===== config.mk =====
export PLATFORM = sky130hd
export DESIGN_NAME = cla_seq_adder
export DESIGN_NICKNAME = d
export VERILOG_FILES = /design/src/rtl/alu_pkg.sv /design/src/rtl/cla_slice.sv /design/src/rtl/cla_seq_adder.sv
export SDC_FILE = /design/constraint.sdc
export NUM_CORES = 1
export LEC_CHECK = 0
export CELL_PAD_IN_SITES_DETAIL_PLACEMENT = 0
export CELL_PAD_IN_SITES_GLOBAL_PLACEMENT = 2
export CORE_MARGIN = 2
export CORE_UTILIZATION = 29
export DETAILED_ROUTE_END_ITERATION = 16
export HOLD_SLACK_MARGIN = 0.15
export PLACE_DENSITY = 0.73
export SYNTH_ARGS = -nofsm -noshare
export SYNTH_HDL_FRONTEND = slang
export SYNTH_SLANG_ARGS = --single-unit

===== constraint.sdc =====
create_clock -name clk -period 3.3 [get_ports clk]
set_input_delay 0.66 -clock clk [delete_from_list [all_inputs] [get_ports clk]]
set_output_delay 0.66 -clock clk [all_outputs]
set_load 0.01 [all_outputs]

===== src/rtl/alu_pkg.sv =====
`default_nettype none
// ============================================================================
//  Module   : alu_pkg
//  Purpose  : Shared definitions for the Beta ALU sequential add/compare path:
//             operation encodings, the sequencer state type and helpers.
//  Revision : 1.0  initial release
// ============================================================================
package alu_pkg;

    localparam logic [2:0] OP_ADD   = 3'b000;
    localparam logic [2:0] OP_SUB   = 3'b001;
    localparam logic [2:0] OP_CMPEQ = 3'b101;
    localparam logic [2:0] OP_CMPLT = 3'b110;
    localparam logic [2:0] OP_CMPLE = 3'b111;

    typedef enum logic [1:0] {
        ST_IDLE = 2'd0,
        ST_RUN  = 2'd1,
        ST_DONE = 2'd2
    } state_t;

    // Number of slice passes needed to cover the full operand width.
    function automatic int nslice(input int width, input int slice);
        return width / slice;
    endfunction

    // SUB and all compares evaluate A-B; unlisted codes fall back to ADD.
    function automatic logic op_subtracts(input logic [2:0] op);
        return (op == OP_SUB) || (op == OP_CMPEQ) ||
               (op == OP_CMPLT) || (op == OP_CMPLE);
    endfunction

endpackage
`default_nettype wire


===== src/rtl/cla_slice.sv =====
`default_nettype none
// ============================================================================
//  Module   : cla_slice
//  Purpose  : Combinational SLICE-bit carry-lookahead adder built as a
//             parallel-prefix generate/propagate tree.
//  Ports    : a, b  - slice operands
//             ci    - carry in
//             s     - slice sum
//             co    - carry out
//  Revision : 1.0  initial release
// ============================================================================
module cla_slice #(
    parameter int SLICE = 8
) (
    input  logic [SLICE-1:0] a,
    input  logic [SLICE-1:0] b,
    input  logic             ci,
    output logic [SLICE-1:0] s,
    output logic             co
);

    localparam int LEVELS = $clog2(SLICE);

    logic [SLICE-1:0] w_p0;
    logic [SLICE-1:0] w_gt;
    logic [SLICE-1:0] w_pt;
    logic [SLICE-1:0] w_gn;
    logic [SLICE-1:0] w_pn;
    logic [SLICE:0]   w_c;

    // After the prefix levels, w_gt[i]/w_pt[i] are group generate/propagate
    // over bits [i:0]; the carry into bit i+1 then folds in ci directly.
    always_comb begin
        w_p0 = a ^ b;
        w_gt = a & b;
        w_pt = w_p0;
        w_gn = '0;
        w_pn = '0;
        for (int l = 0; l < LEVELS; l++) begin
            w_gn = w_gt;
            w_pn = w_pt;
            for (int i = (1 << l); i < SLICE; i++) begin
                w_gn[i] = w_gt[i] | (w_pt[i] & w_gt[i - (1 << l)]);
                w_pn[i] = w_pt[i] & w_pt[i - (1 << l)];
            end
            w_gt = w_gn;
            w_pt = w_pn;
        end
        w_c = {w_gt | (w_pt & {SLICE{ci}}), ci};
        s   = w_p0 ^ w_c[SLICE-1:0];
        co  = w_c[SLICE];
    end

endmodule
`default_nettype wire


===== src/rtl/cla_seq_adder.sv =====
`default_nettype none
// ============================================================================
//  Module   : cla_seq_adder
//  Purpose  : Multi-cycle add/subtract/compare sequencer. One SLICE-bit CLA
//             is reused over WIDTH/SLICE cycles, LSB slice first, with a
//             registered inter-slice carry. Produces Beta Z/V/N flags and
//             CMPEQ/CMPLT/CMPLE results.
//  Ports    : clk, reset           - clock, synchronous active-high reset
//             in_valid/in_ready    - operand handshake (ready only in IDLE)
//             a, b, op             - operands and operation code
//             out_valid/out_ready  - result handshake (valid only in DONE)
//             y                    - sum/difference or zero-extended compare
//             z, v, n              - flags of the A+/-B computation
//  Revision : 1.0  initial release
// ============================================================================
module cla_seq_adder
    import alu_pkg::*;
#(
    parameter int WIDTH = 32,
    parameter int SLICE = 8
) (
    input  logic             clk,
    input  logic             reset,
    input  logic             in_valid,
    output logic             in_ready,
    input  logic [WIDTH-1:0] a,
    input  logic [WIDTH-1:0] b,
    input  logic [2:0]       op,
    output logic             out_valid,
    input  logic             out_ready,
    output logic [WIDTH-1:0] y,
    output logic             z,
    output logic             v,
    output logic             n
);

    localparam int NSLICE = nslice(WIDTH, SLICE);
    localparam int IDX_W  = (NSLICE > 1) ? $clog2(NSLICE) : 1;
    localparam logic [IDX_W-1:0] LAST_IDX = IDX_W'(NSLICE - 1);

    state_t             r_state;
    state_t             w_state_nxt;
    logic [WIDTH-1:0]   r_a;
    logic [WIDTH-1:0]   r_b;        // already inverted for subtracting ops
    logic [WIDTH-1:0]   r_sum;
    logic [2:0]         r_op;
    logic               r_carry;
    logic [IDX_W-1:0]   r_idx;
    logic [WIDTH-1:0]   r_y;
    logic               r_z;
    logic               r_v;
    logic               r_n;

    logic               w_sub;
    logic               w_last;
    logic [SLICE-1:0]   w_sl_a;
    logic [SLICE-1:0]   w_sl_b;
    logic [SLICE-1:0]   w_sl_s;
    logic               w_sl_co;
    logic [WIDTH-1:0]   w_sum_full;
    logic               w_z;
    logic               w_v;
    logic               w_n;
    logic [WIDTH-1:0]   w_y;

    assign w_sub  = op_subtracts(op);
    assign w_last = (r_idx == LAST_IDX);
    assign w_sl_a = r_a[r_idx*SLICE +: SLICE];
    assign w_sl_b = r_b[r_idx*SLICE +: SLICE];

    cla_slice #(
        .SLICE (SLICE)
    ) u_slice (
        .a  (w_sl_a),
        .b  (w_sl_b),
        .ci (r_carry),
        .s  (w_sl_s),
        .co (w_sl_co)
    );

    // Full sum as it will look after this cycle's slice is written; the
    // flags on the final pass need the top slice before it is registered.
    always_comb begin
        w_sum_full = r_sum;
        w_sum_full[r_idx*SLICE +: SLICE] = w_sl_s;
    end

    assign w_z = (w_sum_full == '0);
    assign w_n = w_sum_full[WIDTH-1];
    assign w_v = ( r_a[WIDTH-1] &  r_b[WIDTH-1] & ~w_sum_full[WIDTH-1]) |
                 (~r_a[WIDTH-1] & ~r_b[WIDTH-1] &  w_sum_full[WIDTH-1]);

    always_comb begin
        w_y = w_sum_full;
        case (r_op)
            OP_CMPEQ: w_y = {{(WIDTH-1){1'b0}}, w_z};
            OP_CMPLT: w_y = {{(WIDTH-1){1'b0}}, w_n ^ w_v};
            OP_CMPLE: w_y = {{(WIDTH-1){1'b0}}, w_z | (w_n ^ w_v)};
            default:  w_y = w_sum_full;
        endcase
    end

    // ------------------------------------------------------------------
    // Sequencer FSM
    // ------------------------------------------------------------------
    always_ff @(posedge clk) begin
        if (reset) begin
            r_state <= ST_IDLE;
        end else begin
            r_state <= w_state_nxt;
        end
    end

    always_comb begin
        w_state_nxt = r_state;
        case (r_state)
            ST_IDLE: if (in_valid)  w_state_nxt = ST_RUN;
            ST_RUN:  if (w_last)    w_state_nxt = ST_DONE;
            ST_DONE: if (out_ready) w_state_nxt = ST_IDLE;
            default:                w_state_nxt = ST_IDLE;
        endcase
    end

    // ------------------------------------------------------------------
    // Datapath
    // ------------------------------------------------------------------
    always_ff @(posedge clk) begin
        if (reset) begin
            r_a     <= '0;
            r_b     <= '0;
            r_sum   <= '0;
            r_op    <= OP_ADD;
            r_carry <= 1'b0;
            r_idx   <= '0;
            r_y     <= '0;
            r_z     <= 1'b0;
            r_v     <= 1'b0;
            r_n     <= 1'b0;
        end else begin
            case (r_state)
                ST_IDLE: begin
                    if (in_valid) begin
                        r_a     <= a;
                        r_b     <= b ^ {WIDTH{w_sub}};
                        r_op    <= op;
                        r_carry <= w_sub;   // +1 completes two's complement
                        r_idx   <= '0;
                    end
                end
                ST_RUN: begin
                    r_sum[r_idx*SLICE +: SLICE] <= w_sl_s;
                    r_carry <= w_sl_co;
                    if (w_last) begin
                        r_idx <= '0;
                        r_y   <= w_y;
                        r_z   <= w_z;
                        r_v   <= w_v;
                        r_n   <= w_n;
                    end else begin
                        r_idx <= r_idx + IDX_W'(1);
                    end
                end
                default: ;
            endcase
        end
    end

    assign in_ready  = (r_state == ST_IDLE);
    assign out_valid = (r_state == ST_DONE);
    assign y         = r_y;
    assign z         = r_z;
    assign v         = r_v;
    assign n         = r_n;

endmodule
`default_nettype wire

Word level (Yosys, flattened, before mapping):

Cells that the tools add are included.

* RAM bits: 0
* bits in registers: 139
* bits in read-only memories: 0
* memories kept: 0
* bits in latches: 0
* word-level logic and storage cells: 118

* $mul: 0
* order comparisons: 0
* mux-type cells: 11
* $add $sub $neg: 2
* div/mod/pow operators: 0
* shift-type cells: 4
* eq/ne operators: 13
* bitwise gates (word level): 67
* reductions and logical operators: 10

Operators by type and width (count)
* one-hot mux 32 bit (3 select lines): 1
* indexed part select 32 x 6 -> 8 bit: 2
* bitwise AND 1 bit: 38
* negator 5 -> 34 bit: 1
* variable shift 8 x 34 -> 32 bit, first input constant: 1
* indexed part select 8 x 34 -> 32 bit: 1
* bitwise mux 32 bit: 1
* zero test 32 bit: 1
* XOR 32 bit: 1
* bitwise OR 1 bit: 19
* equality test 3 bit, second input constant: 6
* bitwise AND 8 bit: 2
* XOR 8 bit: 2
* two-way mux 2 bit: 5
* bitwise OR 8 bit: 1
* one-hot mux 2 bit (3 select lines): 1
* AND reduction 2 bit: 3
* equality test 2 bit, second input constant: 2
* != test 2 bit, second input constant: 2
* one-hot mux 2 bit (2 select lines): 1
* equality test 3 x 1 -> 1 bit, second input constant: 1
* logical OR 1 bit: 3
* inverter 1 bit: 3
* AND reduction 3 bit: 1
* 8 further kinds: 8

Longest topological paths before layout:

* depth in word-level cells: 18
* gate-level depth with buffers: 13

By module:

Synthesis repeated with hierarchy kept, for this count alone.

* cell total of the unflattened synthesis: 780
* area, all modules: 6448.7 um^2

Modules (own cells, without submodules)
* cla_seq_adder: times used 1, area an instance 6128.4 um^2, seq. area each 2782.7 um^2, cells each 740
* cla_slice: times used 1, area an instance 320.3 um^2, seq. area each 0.0 um^2, cells each 40

Worst setup path after synthesis:

OpenSTA, ideal clock, no wires.

* kind: flip-flop to flip-flop
* start: register r_idx[0]
* end: register r_y[15], in the netlist y[15]
* arrival time: 3328 ps
* data required time: 3172 ps
* stages on the path, launching flop included: 14
* path slack: -155 ps
* cells stage by stage: dfxtp_1 buf_2 buf_2 buf_2 mux4_2 ha_1 buf_2 a21oi_2 o21a_1 o2bb2ai_1 or3_1 a22o_1 a22oi_1 nor2_1

* cells in the longest elaborated chain, start to end: 12

RTL lines
* start, declared: RTL line cla_seq_adder.sv:48 `logic [IDX_W-1:0] r_idx;`
* start signal, assigned: RTL line cla_seq_adder.sv:160 `r_idx <= r_idx + IDX_W'(1);`
* indexed part select 32 x 6 -> 8 bit, on equally long branches: RTL line cla_seq_adder.sv:68, cla_seq_adder.sv:69
* XOR 8 bit or bitwise AND 8 bit (tied branches): RTL line cla_slice.sv:34, cla_slice.sv:35
* bitwise AND 1 bit, on equally long branches: RTL line cla_slice.sv:43, cla_slice.sv:44
* bitwise OR 1 bit or bitwise AND 1 bit (tied branches): RTL line cla_slice.sv:43 `w_gn[i] = w_gt[i] | (w_pt[i] & w_gt[i - (1 << l)]);`
* bitwise AND 1 bit or bitwise OR 1 bit (tied branches): RTL line cla_slice.sv:43
* bitwise OR 1 bit or bitwise AND 1 bit (tied branches): RTL line cla_slice.sv:43
* bitwise OR 1 bit: RTL line cla_slice.sv:43
* bitwise OR 8 bit: RTL line cla_slice.sv:49 `w_c = {w_gt | (w_pt & {SLICE{ci}}), ci};`
* XOR 8 bit: RTL line cla_slice.sv:50 `s = w_p0 ^ w_c[SLICE-1:0];`
* indexed part select 8 x 34 -> 32 bit: RTL line cla_seq_adder.sv:85 `w_sum_full[r_idx*SLICE +: SLICE] = w_sl_s;`
* bitwise mux 32 bit: RTL line cla_seq_adder.sv:85
* one-hot mux 32 bit (3 select lines): RTL line cla_seq_adder.sv:95 `case (r_op)`
* end signal, assigned: RTL line cla_seq_adder.sv:155 `r_y <= w_y;`
* end, declared: RTL line cla_seq_adder.sv:49 `logic [WIDTH-1:0] r_y;`

Several ways; a longest one is shown, not always the timed one.
A chain may end at the register's enable or synchronous reset.

Final worst setup path:

* start: register r_idx[0]
* end: register r_y[0], in the netlist y[0]

* cells in the longest elaborated chain, start to end: 17

RTL lines
* indexed part select 32 x 6 -> 8 bit, on equally long branches: RTL line cla_seq_adder.sv:68, cla_seq_adder.sv:69
* XOR 8 bit or bitwise AND 8 bit (tied branches): RTL line cla_slice.sv:34, cla_slice.sv:35
* bitwise AND 1 bit, on equally long branches: RTL line cla_slice.sv:43, cla_slice.sv:44
* bitwise OR 1 bit or bitwise AND 1 bit (tied branches): RTL line cla_slice.sv:43
* bitwise AND 1 bit or bitwise OR 1 bit (tied branches): RTL line cla_slice.sv:43
* bitwise OR 1 bit or bitwise AND 1 bit (tied branches): RTL line cla_slice.sv:43
* bitwise OR 1 bit: RTL line cla_slice.sv:43
* bitwise OR 8 bit: RTL line cla_slice.sv:49
* XOR 8 bit: RTL line cla_slice.sv:50
* indexed part select 8 x 34 -> 32 bit: RTL line cla_seq_adder.sv:85
* bitwise mux 32 bit: RTL line cla_seq_adder.sv:85
* inverter 1 bit: RTL line cla_seq_adder.sv:90 `assign w_v = ( r_a[WIDTH-1] & r_b[WIDTH-1] & ~w_sum_full[WIDTH-1]) |`
* bitwise AND 1 bit: RTL line cla_seq_adder.sv:90
* bitwise OR 1 bit: RTL line cla_seq_adder.sv:90
* XOR 1 bit: RTL line cla_seq_adder.sv:97, cla_seq_adder.sv:98
* bitwise OR 1 bit: RTL line cla_seq_adder.sv:98 `OP_CMPLE: w_y = {{(WIDTH-1){1'b0}}, w_z | (w_n ^ w_v)};`
* one-hot mux 32 bit (3 select lines): RTL line cla_seq_adder.sv:95

Several ways; a longest one is shown, not always the timed one.

==> metrics.md <==
| Metric | Value |
|---|---|
| Run status | complete, no violations |
| Kind of critical path | reg2reg |
| Final Hold Viols | 0 |
| Finish-stage setup viols | 0 |
| Crit path time final | roughly 3100 ps |
| Number of DRC markers in iteration 0 | between 400 and 500 |
| CP startpoint kind | register |
| Die height | ~160 um |
| Post-route cell area | ~8900 sq um |
| CORE AREA | between 20,000 and 25,000 sq um |
| Post-synth top flop | dfxtp_1 |
| Post-synth EDFFs | 0 |
| Yosys Warn Count | 0 |
| Worst Setup SP | r_idx[0]$_SDFFE_PP0P_ |
| Area delta synth->final | 32.39% |
| Worst Tran Pin Value | between 600 and 700 ps |
| Placed Area | roughly 8000 sq um |
| Cells after synthesis | between 800 and 900 |
| GPL Wtd Cong | about 0.86 |
| Max-cap violations | 0 |
| Maximum VDD drop | between 0.2 and 0.3 mV |
| Post-CTS Setup Bufs | 0 |
| Sink Count | 139 |
| Antenna violations before repair | 0 |
| Worst setup EP type | register |
| # rows | 55 |
| Layout Nets | 994 |
| Die X | 156.0 um |
| Number of buffers created by CTS | 17 |
| Clock Skew | between 9 and 10 ps |
| # IOs | around 110 |
| Worst Hold Margin | 449.7 ps |
| Vias in the first global route | around 5,900 |
| WL/cell | ~17 um |
| Clk slew on worst S/H paths | 60 ps |
| TritonRoute pass-1 iters | 5 |
| Post-DP HPWL | roughly 15,000 um |
| Final worst path period share | 94.74% |
| Post-Synth Adder-Cell Area | between 3 and 4% |
| Post-Syn Nets | around 900 |
| Xor and xnor fraction of the mapped netlist area | about 5.1% |
| Crit path DAT | 3480 ps |
| CP peak stage delay | about 500 ps |
| Largest family of logic cells by synthesized area | compound AO/OA/AOI/OAI gates |
| Mux cell area share after synthesis | under 10% |
| Hold buffers post-CTS | 0 |
| LEAKAGE | between 3 and 4 nW |
| Post-synthesis simple-gate area fraction | approximately a fifth |
| PortBufs | ~110 |
| Cell variety after synth | 63 |
| Layout cells sized above 1 | between 10% and 20% |
| Hold_sp | r_b[3]$_SDFFE_PP0P_ |
| Worst Path Required | ~3700 ps |
| Clk buf depth | 2 |
| Total congestion overflow | 0 |
| Largest net degree at the start of global routing | 71 |
| Class of the worst hold path | reg2reg |
| CTS tree | built |
| Number of synthesized register bits | approximately 140 |
| Worst-path cell chain | buf_12 > mux4_2 > ha_1 > a21oi_1 > o21ai_1 > xnor2_1 > o22ai_1 > nor4_1 > nand4_1 > o21ai_1 |
| H-tree depth | 4 |
| Pwr dens | about 530 nW/um^2 |
| Crit-path max FO | 10 |
| Fmax | ~320 MHz |
| Top cell by count, worst path | o21ai_1 |
| Via/cell ratio | about 4.9 |
| Vias | about 5,900 |
| Sequential-to-total area share from yosys stat | 41.54% |
| Clk root buf | clkbuf_16 |
| Worst slew margin | a little under three fifths |
| # diodes | 0 |
| Synth Area in Compound Gates | between 20% and 30% |
| Total negative slack | 0 ps |
| Final wirelength | 20,120 um |
| CTS resizes | 0 |
| Slowest cell on crit path | mux4_2 |
| Drc violations | 0 |
| Syn Area/Cell | between 8 and 9 sq um |
| Wire length of the first global-routing pass | roughly 33,000 um |
| Cell Area, Synth | approximately 6700 sq um |
| Final Max Slew Viols | 0 |
| Routed Antenna Nets | 0 |
| Worst flop-to-flop path startpoint | r_idx[0]$_SDFFE_PP0P_ |
| Post-synth ARST share | 0% |
| Total Routing Usage GR | 17.34% |
| Initial Util | about 30% |
| Clk Latency, worst-skew pair | 430 ps |
| Die area | approximately 24,000 sq um |
metal layers:
layer	wire (um)	vias up	share of wire [%]	GRT usage (%)
li1	-	3012	-	-
met1	9421	2773	47	22.83
met2	9736	108	48	28.68
met3	661	18	3.3	3.611
met4	295	0	1.5	5.111
met5	0	-	0	0
layout make-up:
class	count	area, sq um
multi-input combinational	588	3652
fill	2321	13770
clock inverter	12	162.7
tap	285	356.6
clock buffer	20	456.7
sequential	139	2783
inverter	21	78.83
timing repair buffer	140	1379
path summary, 6_finish.rpt:
kind,endpoint,slack (ps),cells after the start
setup / recovery,y[0]$_SDFFE_PP0P_,170,10
hold / removal,r_b[3]$_SDFFE_PP0P_,450,2
setup reg to reg,y[0]$_SDFFE_PP0P_,170,10
hold reg to reg,r_b[3]$_SDFFE_PP0P_,450,2
report_power, final:
group          switching [mW]  internal [mW]  total (mW)
Sequential             0.0559           1.76        1.82
Combinational           0.473          0.385       0.858
Clock                   0.780           1.24        2.02
Total                    1.31           3.39        4.69
cells by family (layout without fill, tap and decap cells):
kind of cell	count (synthesis)	in the layout
AND/OR/NAND/NOR	305	305
XOR/XNOR	38	38
flip-flops	139	139
multiplexers	19	19
AO/OA/AOI/OAI	210	210
buffers and inverters	81	193
adder cells (fa/ha/maj)	16	16
sequential cells by signal (all words and copies together) (netlist names):
register  count
r_a          32
r_b          32
r_sum        32
y            32
r_op          3
r_idx         2
r_state       2
n             1
r_carry       1
v             1
z             1
cells in the mapped netlist, types with 4 or more instances:
library cell  instances  share of area, %
a211oi_1             12               1.3
a21oi_1              93               6.9
a22o_1               10               1.3
a22oi_1              33               3.7
buf_1                 7              0.39
buf_2                 9              0.67
clkbuf_1             44               2.5
dfxtp_1             139                42
ha_1                 15               2.8
inv_1                21               1.2
mux4_2               16               5.4
nand2_1             168               9.4
nand2b_1              6              0.56
nand3_1               5              0.37
nor2_1               81               4.5
nor2b_1               4              0.37
nor3_1               12              0.90
nor4_1                5              0.47
o21ai_0              10              0.75
o21ai_1               4              0.30
o22ai_1              17               1.6
o2bb2ai_1             6              0.78
xnor2_1              34               4.4
critical path: cells and delay by family, from the launching register on:
kind | cells | cell delay, ps
AOI/OAI and AO/OA | 4 | 700
adders and majority gates | 1 | 400
xor gates and xnor gates | 1 | 400
and+or+nand+nor | 2 | 530
muxes | 1 | 500
buffers and inverters | 1 | 160
DFF | 1 | 380
per-stage QoR:
stage               instances  utilization (%)  setup slack (ps)  power (mW)
CTS                      1205            39.03             168.2       4.734
finish                   1205            39.17             173.6       4.694
detailed placement       1173            36.29             175.6       2.712
global placement         1173            36.29             258.5       2.711
floorplan                 808                -             20.00       2.356
global route             1205            39.17            -7.845       4.931
cells in the final DEF (no fill, tap or decap), drive strengths merged, types with 5 or more instances in the layout:
cell type	n
nand2	168
dfxtp	139
clkdlybuf4s50	106
a21oi	94
nor2	81
xnor2	34
buf	34
a22oi	33
inv	24
clkbuf	20
o22ai	17
mux4	16
ha	15
o21ai	14
nor3	12
a211oi	12
a22o	10
nand2b	7
o2bb2ai	7
nand3	5
nor4	5
Note: power is estimated with default switching activity, not from simulation.
